==> src/rtl/draw_pkg.sv <==
// Shared types and constants for the draw sequencer.
//   draw_op_t    : command opcode carried through the FIFO
//   draw_cmd_t   : one FIFO entry {op, hand, card}
//   RANK_BACK    : rank code that prints the face-down card back
//   HAND_*       : hand select encoding for DEAL
//   CARD_W/H     : card sprite size in pixels
package draw_pkg;

  typedef enum logic [1:0] {
    OP_CLEAR  = 2'd0,
    OP_DEAL   = 2'd1,
    OP_REVEAL = 2'd2,
    OP_NOP    = 2'd3
  } draw_op_t;

  localparam logic [3:0] RANK_BACK = 4'd14;

  localparam logic HAND_DEALER = 1'b0;
  localparam logic HAND_PLAYER = 1'b1;

  localparam int unsigned CARD_W = 11;
  localparam int unsigned CARD_H = 16;

  typedef struct packed {
    draw_op_t   op;
    logic       hand;
    logic [5:0] card;
  } draw_cmd_t;

endpackage

==> src/rtl/draw_fifo.sv <==
// Synchronous FIFO, first-word-fall-through.
//   clk, rst              : clock, asynchronous active-high reset
//   push_valid/push_ready : write side; push = push_valid && push_ready
//   push_data             : entry written on push
//   empty                 : no entries stored
//   pop                   : retire the head entry (ignored when empty)
//   pop_data              : current head entry
module draw_fifo #(
  parameter int unsigned DEPTH = 4,
  parameter int unsigned WIDTH = 9
) (
  input  logic             clk,
  input  logic             rst,
  input  logic             push_valid,
  output logic             push_ready,
  input  logic [WIDTH-1:0] push_data,
  output logic             empty,
  input  logic             pop,
  output logic [WIDTH-1:0] pop_data
);

  localparam int unsigned AW = $clog2(DEPTH);

  if (DEPTH < 2 || (1 << AW) != DEPTH) begin : gen_bad_depth
    $error("draw_fifo: DEPTH must be a power of 2 and >= 2");
  end

  // Extra MSB distinguishes full from empty when the index bits match.
  logic [AW:0]      wr_ptr_q, rd_ptr_q;
  logic [WIDTH-1:0] mem_q [DEPTH];
  logic             full, do_push, do_pop;

  assign full       = (wr_ptr_q[AW] != rd_ptr_q[AW]) &&
                      (wr_ptr_q[AW-1:0] == rd_ptr_q[AW-1:0]);
  assign empty      = (wr_ptr_q == rd_ptr_q);
  assign push_ready = !full;
  assign do_push    = push_valid && !full;
  assign do_pop     = pop && !empty;
  assign pop_data   = mem_q[rd_ptr_q[AW-1:0]];

  always_ff @(posedge clk or posedge rst) begin
    if (rst) begin
      wr_ptr_q <= '0;
      rd_ptr_q <= '0;
    end else begin
      if (do_push) wr_ptr_q <= wr_ptr_q + 1'b1;
      if (do_pop)  rd_ptr_q <= rd_ptr_q + 1'b1;
    end
  end

  always_ff @(posedge clk) begin
    if (do_push) mem_q[wr_ptr_q[AW-1:0]] <= push_data;
  end

endmodule

==> src/rtl/draw_sequencer.sv <==
// Draw command sequencer: queues draw commands and issues one print request at a time.
//   clk, rst                 : clock, asynchronous active-high reset
//   cmd_valid/ready          : command push handshake
//   cmd_op/hand/card         : command fields (see draw_pkg)
//   write/init/card/orig     : print request; orig = {x[7:0], y[6:0]}
//   waitrequest              : print engine stall; accept = write && !waitrequest
//   busy                     : FIFO non-empty or request outstanding
//   dealer_count/player_count: cards drawn in each row
//   overflow_err             : sticky, a command was dropped; cleared by CLEAR
//   issued_count             : accepted requests, saturating (only with
//                              DRAW_SEQUENCER_STATS_EN defined)
module draw_sequencer
  import draw_pkg::*;
#(
  parameter int unsigned DEPTH     = 4,
  parameter int unsigned MAX_SLOTS = 11,
  parameter int unsigned X0        = 4,
  parameter int unsigned PITCH     = 13,
  parameter int unsigned DEALER_Y  = 8,
  parameter int unsigned PLAYER_Y  = 64
) (
  input  logic        clk,
  input  logic        rst,
  input  logic        cmd_valid,
  output logic        cmd_ready,
  input  logic [1:0]  cmd_op,
  input  logic        cmd_hand,
  input  logic [5:0]  cmd_card,
  output logic        write,
  output logic        init,
  output logic [5:0]  card,
  output logic [14:0] orig,
  input  logic        waitrequest,
  output logic        busy,
  output logic [3:0]  dealer_count,
  output logic [3:0]  player_count,
  output logic        overflow_err
`ifdef DRAW_SEQUENCER_STATS_EN
  ,
  output logic [15:0] issued_count
`endif
);

  if (X0 + (MAX_SLOTS - 1) * PITCH + CARD_W - 1 > 159) begin : gen_bad_geometry
    $error("draw_sequencer: last card slot runs past x=159");
  end
  if (MAX_SLOTS > 15) begin : gen_bad_slots
    $error("draw_sequencer: MAX_SLOTS must fit the 4-bit hand counters");
  end

  typedef enum logic [0:0] {StIdle, StIssue} state_e;

  state_e      state_q, state_d;
  logic        init_q, init_d;
  logic [5:0]  card_q, card_d;
  logic [14:0] orig_q, orig_d;
  logic [3:0]  dealer_cnt_q, dealer_cnt_d;
  logic [3:0]  player_cnt_q, player_cnt_d;
  logic        ovf_q, ovf_d;

  draw_cmd_t   cmd_in, head;
  logic        fifo_empty, pop;
  logic [3:0]  head_cnt;
  logic [6:0]  row_y;
  logic [7:0]  slot_x;

  assign cmd_in = {cmd_op, cmd_hand, cmd_card};

  draw_fifo #(
    .DEPTH (DEPTH),
    .WIDTH ($bits(draw_cmd_t))
  ) u_fifo (
    .clk        (clk),
    .rst        (rst),
    .push_valid (cmd_valid),
    .push_ready (cmd_ready),
    .push_data  (cmd_in),
    .empty      (fifo_empty),
    .pop        (pop),
    .pop_data   (head)
  );

  assign head_cnt = (head.hand == HAND_PLAYER) ? player_cnt_q : dealer_cnt_q;
  assign row_y    = (head.hand == HAND_PLAYER) ? 7'(PLAYER_Y) : 7'(DEALER_Y);
  assign slot_x   = 8'(X0) + 8'(head_cnt) * 8'(PITCH);

  // The head stays in the FIFO while its request is outstanding; it is popped
  // on acceptance so its op/hand are still available to apply the effect.
  always_comb begin
    state_d      = state_q;
    init_d       = init_q;
    card_d       = card_q;
    orig_d       = orig_q;
    dealer_cnt_d = dealer_cnt_q;
    player_cnt_d = player_cnt_q;
    ovf_d        = ovf_q;
    pop          = 1'b0;
    unique case (state_q)
      StIdle: begin
        if (!fifo_empty) begin
          unique case (head.op)
            OP_CLEAR: begin
              init_d  = 1'b1;
              card_d  = '0;
              orig_d  = '0;
              state_d = StIssue;
            end
            OP_DEAL: begin
              if (head_cnt == 4'(MAX_SLOTS)) begin
                pop   = 1'b1;
                ovf_d = 1'b1;
              end else begin
                init_d  = 1'b0;
                card_d  = head.card;
                orig_d  = {slot_x, row_y};
                state_d = StIssue;
              end
            end
            OP_REVEAL: begin
              if (dealer_cnt_q == '0) begin
                pop   = 1'b1;
                ovf_d = 1'b1;
              end else begin
                init_d  = 1'b0;
                card_d  = head.card;
                orig_d  = {8'(X0), 7'(DEALER_Y)};
                state_d = StIssue;
              end
            end
            default: pop = 1'b1;  // OP_NOP
          endcase
        end
      end
      StIssue: begin
        if (!waitrequest) begin
          pop     = 1'b1;
          state_d = StIdle;
          if (head.op == OP_CLEAR) begin
            dealer_cnt_d = '0;
            player_cnt_d = '0;
            ovf_d        = 1'b0;
          end else if (head.op == OP_DEAL) begin
            if (head.hand == HAND_PLAYER) player_cnt_d = player_cnt_q + 4'd1;
            else                          dealer_cnt_d = dealer_cnt_q + 4'd1;
          end
        end
      end
      default: state_d = StIdle;
    endcase
  end

  always_ff @(posedge clk or posedge rst) begin
    if (rst) begin
      state_q      <= StIdle;
      init_q       <= 1'b0;
      card_q       <= '0;
      orig_q       <= '0;
      dealer_cnt_q <= '0;
      player_cnt_q <= '0;
      ovf_q        <= 1'b0;
    end else begin
      state_q      <= state_d;
      init_q       <= init_d;
      card_q       <= card_d;
      orig_q       <= orig_d;
      dealer_cnt_q <= dealer_cnt_d;
      player_cnt_q <= player_cnt_d;
      ovf_q        <= ovf_d;
    end
  end

  // write comes straight from state so an asynchronous reset drops it at once.
  assign write        = (state_q == StIssue);
  assign init         = init_q;
  assign card         = card_q;
  assign orig         = orig_q;
  assign busy         = !fifo_empty || write;
  assign dealer_count = dealer_cnt_q;
  assign player_count = player_cnt_q;
  assign overflow_err = ovf_q;

`ifdef DRAW_SEQUENCER_STATS_EN
  logic [15:0] issued_q;

  always_ff @(posedge clk or posedge rst) begin
    if (rst) begin
      issued_q <= '0;
    end else if (write && !waitrequest && issued_q != 16'hFFFF) begin
      issued_q <= issued_q + 16'd1;
    end
  end

  assign issued_count = issued_q;
`endif

endmodule

==> config.mk <==
export PLATFORM = sky130hd
export DESIGN_NAME = draw_sequencer
export DESIGN_NICKNAME = d
export VERILOG_FILES = /design/src/rtl/draw_pkg.sv /design/src/rtl/draw_fifo.sv /design/src/rtl/draw_sequencer.sv
export SDC_FILE = /design/constraint.sdc
export NUM_CORES = 1
export LEC_CHECK = 0
export CORE_MARGIN = 3
export CORE_UTILIZATION = 38
export CTS_CLUSTER_SIZE = 30
export DETAILED_ROUTE_END_ITERATION = 16
export HOLD_SLACK_MARGIN = 0.02
export REMOVE_ABC_BUFFERS = 1
export SYNTH_ARGS = -nofsm -noshare
export SYNTH_HDL_FRONTEND = slang
export SYNTH_HIERARCHICAL = 1
export SYNTH_SLANG_ARGS = --single-unit
export TNS_END_PERCENT = 10
==> constraint.sdc <==
create_clock -name clk -period 5.1 [get_ports clk]
set_clock_uncertainty 0.2 [all_clocks]
set_input_delay 0.765 -clock clk [delete_from_list [all_inputs] [get_ports clk]]
set_output_delay 0.765 -clock clk [all_outputs]
set_load 0.03 [all_outputs]
==> results.yml, run 1 <==
setup_path:
  startpoint_type: "register"
  critPathMaxStageDelay_ps: 470
  worstPathMaxFanout: 15
  cp_data_arrival_time_ps: 3710
  crit_chain: "buf_4 -> mux4_2 -> mux2i_1 -> inv_1 -> ha_1 -> ha_1 -> ha_1 -> ha_1 -> a21o_1 -> a21oi_1 -> xor2_1 -> o31ai_2"
  cp_slowest_cell: "mux4_2"
  crit_cells: 12
  crit_type: "register to register"
  end_kind: "register"
  worst-path-buf-inv: 2
  ff2ff_path_depth: 12
  required_ps: 5120
  r2r_slack_ps: 1410
  path_common_cell: "ha_1"
  critPathTopFamily: "adder cells"
global_route:
  grt.total_usage_pct: 14.6
  grt_pass1_wl_mm: 11.4
  grt.overflow.total: 0
  antenna_found_initial: 0
  grt_pass1_vias: 2314
  grt_max_degree: 28
floorplanning:
  rows: 34
  die_area_um2: 10400
  die_x_um: 102
  start_util_pct: 39.6
  die_y_um: 102
  core-area_um2: 8810
  io_pins: 47
sta:
  period_share_pct: 72.4
  fmax_ghz: 0.271
  holdWs_ps: 294
  slew_headroom_pct: 30.7
  slew_violations: 0
  setup-violations-final: 0
  finalCriticalPeriod_ps: 3690
  hold_viol_final: 0
  setup_tns_ps: 0
  rsz0062_at_grt: "false"
  worstMarginPinSlew_ps: 1040
cells_and_area:
  drive_gt1_share_pct: 9.91
  fillers: 821
  antenna_cells: 0
  nets: 356
  area_delta_synth_final_pct: 19.3
  final_common_cell: "clkdlybuf4s50_1"
  final_cell_mix: "clkdlybuf4s50_1 (41), edfxtp_1 (36), dfrtp_1 (33), ha_1 (25), nand2_1 (18)"
  layoutNonFillerInstCount: 431
cts:
  cts_tree: "built"
  clk_latency_ps: 340
  clk_pin_slew_ps: 70
  post-cts-setup-buffers: 0
  htreeDepth: 3
  cts-root-buf: "clkbuf_8"
  cts_buffers: 9
  cts_resized: 0
  cts.sinks: 69
  cts-hold-fix-buffers: 0
  ctsLongestPathBuffers: 2
drt:
  drtIter0Drc: 33
  wl_met1_mm: 2.95
  ant_nets: 0
  vias: 2269
  dr_wl_met3_um: 338
  routed_via_density: 5.26
  drc: 0
  wl_met2_mm: 3.50
  wl_mm: 6.89
  topRoutingLayerUsed: "met4"
  firstDrtPassIters: 4
  post_drt_wl_per_cell_um: 16.0
yosys:
  ys_seq_area_share_pct: 54.7
  ys_top_cells_by_area: "edfxtp_1 (31%), dfrtp_1 (24%), ha_1 (9.0%)"
  synth-seq-cells: 69
  synth_enable_flop_cells: 36
  ys_types: 48
  yosysWarnings: 6
  syn_area_um2: 3490
  synthArstFlopShare_pct: 47.8
  synth_top_area_share_pct: 31.0
  synth_flop_cell: "edfxtp_1"
  synth_largest_area_cell: "edfxtp_1"
  syn_inst: 275
  avgSynthCellArea_um2: 12.7
hold_path:
  holdPathStages: 2
  min_path_type: "register to register"
placed_design:
  hpwl_mm: 4.94
  placedCellCount: 415
  place.gp.congestion: 0.779
  port_buffers: 41
pwr:
  design_power_total_mw: 2.44
  powerDensity_nw_per_um2: 587
  power.leakage_nw: 1.70
  vdd_ir_drop_max_mv: 0.297
status:
  status: "completed"
job:
  drv_cap: 0
-- synth_stat cells, types with 4 or more instances --
| cell type | n |
|---|---|
| ha_1 | 25 |
| buf_4 | 6 |
| nand2b_1 | 4 |
| edfxtp_1 | 36 |
| a21oi_1 | 9 |
| nand3_1 | 6 |
| mux4_2 | 9 |
| nor2_1 | 8 |
| and2_1 | 4 |
| o31ai_1 | 10 |
| a22o_1 | 4 |
| clkbuf_1 | 5 |
| o21ai_1 | 14 |
| inv_1 | 13 |
| xor2_1 | 5 |
| xnor2_1 | 7 |
| o21ai_0 | 17 |
| nand2_1 | 18 |
| dfrtp_1 | 33 |
-- metrics by stage --
step	setup WS [ps]	util, %	area [um^2]
5_1_grt	1180	47.3	4160
4_1_cts	1440	47.3	4160
2_1_floorplan	1230	-	3410
6_report	1410	47.3	4160
3_5_place_dp	1480	45.2	3980
3_3_place_gp	1590	45.2	3980
-- report_power, final --
part           internal (mW)  switching, mW
Clock                  0.226          0.198
Combinational          0.472          0.716
Sequential             0.738         0.0944
-- routing by layer --
metal,global-route usage [%],vias to the layer above
met3,4.37,11
met4,5.15,0
met1,17.9,1117
li1,-,1093
met5,0,-
met2,24.5,48
-- cell type report --
class | count | area, um^2 | area share (%)
Multi-Input combinational cell | 181 | 1450 | 34.9
Tap cell | 108 | 135 | 3.25
Sequential cell | 69 | 1910 | 45.8
Clock buffer | 12 | 135 | 3.25
Timing Repair Buffer | 44 | 433 | 10.4
Inverter | 13 | 48.8 | 1.17
Clock inverter | 4 | 50.0 | 1.20
-- kinds of logic after synthesis --
logic type,count (synthesis),share of synthesized area [%]
mux,14,7.32
other cells,1,0.108
fa+ha+maj,25,8.97
xor+xnor,14,3.95
flops,69,54.7
buf+inv,29,4.09
compound gates,69,12.8
simple gates,54,8.11
-- state kept, by name (all words and copies together) (netlist names) --
name / count
u_fifo/mem_q: 36
orig: 10
card: 6
dealer_count: 4
player_count: 4
u_fifo/rd_ptr_q: 3
u_fifo/wr_ptr_q: 3
init: 1
overflow_err: 1
write: 1
-- final timing paths --
check / end / start
min: orig[13]$_DFFE_PP0P_ / orig[13]$_DFFE_PP0P_
min reg2reg: orig[13]$_DFFE_PP0P_ / orig[13]$_DFFE_PP0P_
max in group asynchronous: card[3]$_DFFE_PP0P_ / rst
max reg2reg: orig[14]$_DFFE_PP0P_ / u_fifo/rd_ptr_q[1]$_DFFE_PP0P_
max: orig[14]$_DFFE_PP0P_ / u_fifo/rd_ptr_q[1]$_DFFE_PP0P_
min in group asynchronous: u_fifo/wr_ptr_q[1]$_DFFE_PP0P_ / rst
-- worst register-to-register path, cell delays in order, from the launching register on --
cell and delay (ps):
dfrtp_1 320, buf_4 230, mux4_2 470, mux2i_1 470, inv_1 110, ha_1 310, ha_1 300, ha_1 310
ha_1 230, a21o_1 190, a21oi_1 180, xor2_1 190, o31ai_2 70
(Power assumes the default switching activity.)
==> run 2, diff against run 1 <==
- clock period: 5.1 -> 3.65 ns (I/O delays scaled with it)
==> results.yml, run 2 (same netlist as run 1, synthesis figures left out) <==
status:
  status: "completed"
hold_path:
  min_path_type: "input port to async pin"
cts:
  cts-hold-fix-buffers: 0
  cts_resized: 0
  post-cts-setup-buffers: 0
  htreeDepth: 3
  ctsLongestPathBuffers: 2
  clk_pin_slew_ps: 80
  clk_latency_ps: 340
  cts.sinks: 69
  cts_tree: "built"
  cts-root-buf: "clkbuf_8"
  cts_buffers: 9
global_route:
  globalRouteMet1Util_pct: 18.9
  grt_max_degree: 28
  grt.overflow.total: 0
  grt_pass1_wl_mm: 11.4
  grt.busiest_layer: "met2"
  grt_pass1_vias: 2244
  antenna_found_initial: 0
  grt.total_usage_pct: 14.4
  grtUsageMet2_pct: 23.4
  globalRouteMet3Util_pct: 4.23
floorplanning:
  die_y_um: 102
  die_area_um2: 10400
  die_x_um: 102
  start_util_pct: 39.6
  rows: 34
  io_pins: 47
  core-area_um2: 8810
placed_design:
  placedCellCount: 419
  place.gp.congestion: 0.769
  port_buffers: 41
  dp_worst_setup_slack_ps: 185
  hpwl_mm: 5.03
drt:
  wl_mm: 6.98
  ant_nets: 0
  vias: 2287
  drc: 0
  post_drt_wl_per_cell_um: 16.0
  firstDrtPassIters: 4
  drtIter0Drc: 49
  routed_via_density: 5.26
cells_and_area:
  area_delta_synth_final_pct: 19.9
  drive_gt1_share_pct: 11.9
  utilization_pct: 47.5
  final_cell_mix: "clkdlybuf4s50_1 (41), edfxtp_1 (36), dfrtp_1 (33), ha_1 (25), nand2_1 (18)"
  fillers: 807
  final_common_cell: "clkdlybuf4s50_1"
  layoutNonFillerInstCount: 435
  nets: 360
  largest_register_ffs: 36
  antenna_cells: 0
sta:
  fmax_ghz: 0.286
  slew_violations: 0
  rsz0062_at_grt: "false"
  worstMarginPinSlew_ps: 1050
  slew_headroom_pct: 30.0
  finalCriticalPeriod_ps: 3490
  fin_ws_ps: 157
  period_share_pct: 95.7
  setup-violations-final: 0
  holdWs_ps: 259
  hold_viol_final: 0
setup_path:
  crit_type: "register to register"
  r2r_start: "u_fifo/rd_ptr_q[0]$_DFFE_PP0P_"
  worstPathMaxFanout: 5
  required_ps: 3660
  ff2ff_path_depth: 11
  crit_start: "u_fifo/rd_ptr_q[0]$_DFFE_PP0P_"
  cp_data_arrival_time_ps: 3510
  end_kind: "register"
  startpoint_type: "register"
pwr:
  power.leakage_nw: 1.71
  design_power_total_mw: 3.41
  powerDensity_nw_per_um2: 815
  vdd_ir_drop_max_mv: 0.323
job:
  drv_cap: 0
-- run 2: cell types whose count changed in the layout (fill, tap and decap cells not counted), sizes merged --
cell,before,now
bufinv,1,0
clkinv,2,4
clkbuf,12,9
inv,13,14
buf,3,7
clkinvlp,1,2
-- run 2: per-stage QoR --
step	cell area, um^2	setup TNS, ps
finish	4180	0
detailed placement	4010	0
floorplan	3410	-299
global placement	4010	0
CTS	4180	0
global route	4180	0
-- run 2: per-layer routing --
| layer | part of all wire, % | routed length [um] |
|---|---|---|
| met1 | 43 | 3010 |
| met2 | 51 | 3580 |
| met3 | 4.6 | 323 |
| met4 | 0.85 | 59 |
| met5 | 0 | 0 |
-- run 2: layout make-up --
type	instances	area, um^2	share of cell area [%]
clock buffers	9	124	2.96
clock inverters	7	50.0	1.20
inverters	13	48.8	1.17
multi-input cells	181	1450	34.8
flip-flops and latches	69	1910	45.6
well taps	108	135	3.23
repair buffers	48	463	11.1
-- run 2: critical path, stage by stage (launching register included) --
cell and delay [ps]:
dfrtp_1 380, mux4_2 590, mux2_2 360, ha_1 290, inv_1 40, ha_1 280
ha_1 300, ha_1 340, a21o_1 170, a21oi_1 160, xor2_1 190, o31ai_2 70
-- run 2: worst paths after layout --
kind / end / slack, ps
setup / recovery: orig[14]$_DFFE_PP0P_ / 160
hold / removal: u_fifo/wr_ptr_q[0]$_DFFE_PP0P_ / 260
hold reg to reg: orig[7]$_DFFE_PP0P_ / 300
min in group clk: orig[7]$_DFFE_PP0P_ / 300
setup reg to reg: orig[14]$_DFFE_PP0P_ / 160
max in group asynchronous: orig[12]$_DFFE_PP0P_ / 2020
-- run 2: where the power goes --
group | internal [mW] | leakage, nW | switching (mW)
sequential | 1.03 | 0.762 | 0.132
combinational | 0.684 | 0.866 | 1.02
clock | 0.247 | 0.0832 | 0.298
total | 1.96 | 1.71 | 1.45
==> run 3, diff against run 2 <==
- REMOVE_ABC_BUFFERS: 1 -> not set
- SLEW_MARGIN: not set -> 15
==> results.yml, run 3 (same netlist as run 1, synthesis figures left out) <==
setup_path:
  worst-path-buf-inv: 1
  crit_type: "register to register"
  critPathTopFamily: "adder cells"
  worstPathMaxFanout: 10
  cp_slowest_cell: "mux4_2"
  end_kind: "register"
  startpoint_type: "register"
  crit_start: "u_fifo/rd_ptr_q[0]$_DFFE_PP0P_"
  required_ps: 3690
  cp_data_arrival_time_ps: 3530
  crit_chain: "mux4_2 -> mux2i_2 -> inv_1 -> ha_1 -> ha_1 -> ha_1 -> ha_1 -> a21o_1 -> a21oi_1 -> xor2_1 -> o31ai_2"
  critPathMaxStageDelay_ps: 640
  r2r_start: "u_fifo/rd_ptr_q[0]$_DFFE_PP0P_"
  path_common_cell: "ha_1"
floorplanning:
  rows: 34
  core-area_um2: 8810
  die_area_um2: 10400
  start_util_pct: 39.6
  io_pins: 47
  die_y_um: 102
  die_x_um: 102
job:
  drv_cap: 0
cells_and_area:
  utilization_pct: 47.9
  finalInstanceArea_um2: 4220
  seqCellArea_um2: 1910
  area_delta_synth_final_pct: 20.8
  fillers: 798
  nets: 361
  multi_input_area_um2: 1470
  antenna_cells: 0
  layoutNonFillerInstCount: 436
  drive_gt1_share_pct: 13.1
  largest_register_ffs: 36
  final_common_cell: "clkdlybuf4s50_1"
  final_cell_mix: "clkdlybuf4s50_1 (41), edfxtp_1 (36), dfrtp_1 (32), ha_1 (24), nand2_1 (18)"
global_route:
  antenna_found_initial: 0
  grt_max_degree: 28
  grt_pass1_vias: 2276
  grt_pass1_wl_mm: 11.6
  grt.total_usage_pct: 14.9
  grt.overflow.total: 0
sta:
  setup-violations-final: 0
  finalCriticalPeriod_ps: 3490
  hold_viol_final: 0
  fin_ws_ps: 160
  worstMarginPinSlew_ps: 1010
  holdWs_ps: 253
  period_share_pct: 95.6
  setup_tns_ps: 0
  slew_violations: 0
  fmax_ghz: 0.287
  slew_headroom_pct: 32.4
cts:
  ctsLongestPathBuffers: 2
  cts_buffers: 9
  cts_tree: "built"
  clk_latency_ps: 350
  cts.sinks: 69
  clk_pin_slew_ps: 90
  post-cts-setup-buffers: 0
  cts-root-buf: "clkbuf_8"
  cts_resized: 0
  htreeDepth: 3
  cts-hold-fix-buffers: 0
status:
  status: "completed"
placed_design:
  post_dp_cell_area_um2: 4030
  port_buffers: 41
  place.gp.congestion: 0.787
  dp_worst_setup_slack_ps: 127
  hpwl_mm: 5.05
  placedCellCount: 420
drt:
  routed_via_density: 5.23
  post_drt_wl_per_cell_um: 16.4
  vias: 2279
  drtIter0Drc: 77
  ant_nets: 0
  drc: 0
  wl_mm: 7.15
  firstDrtPassIters: 4
pwr:
  pwr-share-clk_pct: 16.7
  internal_power_mw: 1.99
  p_seq_share_pct: 33.5
  vdd_ir_drop_max_mv: 0.282
  power.leakage_nw: 1.71
  p_sw_mw: 1.49
  combPwrFrac_pct: 49.8
  swShare_pct: 42.8
  powerDensity_nw_per_um2: 824
  design_power_total_mw: 3.48
hold_path:
  min_path_type: "input port to async pin"
## run 3: cell count changes in the layout (fill, tap and decap cells not counted), sizes merged
cell / before / now
buf: 7 / 8
clkinv: 4 / 2
clkinvlp: 2 / 1
inv: 14 / 17
## run 3: final timing paths
path	slack, ps	end	cells past startpoint
max in group asynchronous	2330	orig[9]$_DFFE_PP0P_	2
min in group clk	300	orig[8]$_DFFE_PP0P_	2
hold reg to reg	300	orig[8]$_DFFE_PP0P_	2
setup reg to reg	160	orig[14]$_DFFE_PP0P_	11
setup / recovery	160	orig[14]$_DFFE_PP0P_	11
hold / removal	250	u_fifo/wr_ptr_q[1]$_DFFE_PP0P_	2
## run 3: metal layers
| metal | track usage [%] | up-vias | share of wire (%) | wire (um) |
|---|---|---|---|---|
| li1 | - | 1109 | - | - |
| met1 | 18.2 | 1124 | 44 | 3110 |
| met2 | 25.3 | 39 | 51 | 3670 |
| met3 | 3.89 | 7 | 3.6 | 257 |
| met4 | 5.65 | 0 | 1.5 | 108 |
| met5 | 0 | - | 0 | 0 |
## run 3: layout make-up
cell class | count | share of cell area (%)
clock buffer | 9 | 2.94
clock inverter | 7 | 1.31
inverter | 13 | 1.16
multi-input combinational | 181 | 35.0
sequential | 69 | 45.3
tap | 108 | 3.21
timing repair buffer | 49 | 11.2
## run 3: power groups by stage
stage | Combinational, mW | Clock [mW] | Sequential, mW
2_1_floorplan | 1.12 | 0 | 1.31
3_3_place_gp | 1.74 | 0 | 1.18
3_5_place_dp | 1.75 | 0 | 1.18
4_1_cts | 1.75 | 0.600 | 1.17
5_1_grt | 1.92 | 0.633 | 1.19
6_report | 1.73 | 0.580 | 1.16
## run 3: worst reg2reg max path, stage by stage (launching register included)
cell and delay [ps]:
dfrtp_2 370, mux4_2 640, mux2i_2 300, inv_1 130, ha_1 310, ha_1 290, ha_1 310, ha_1 230
a21o_1 180, a21oi_1 170, xor2_1 180, o31ai_2 70
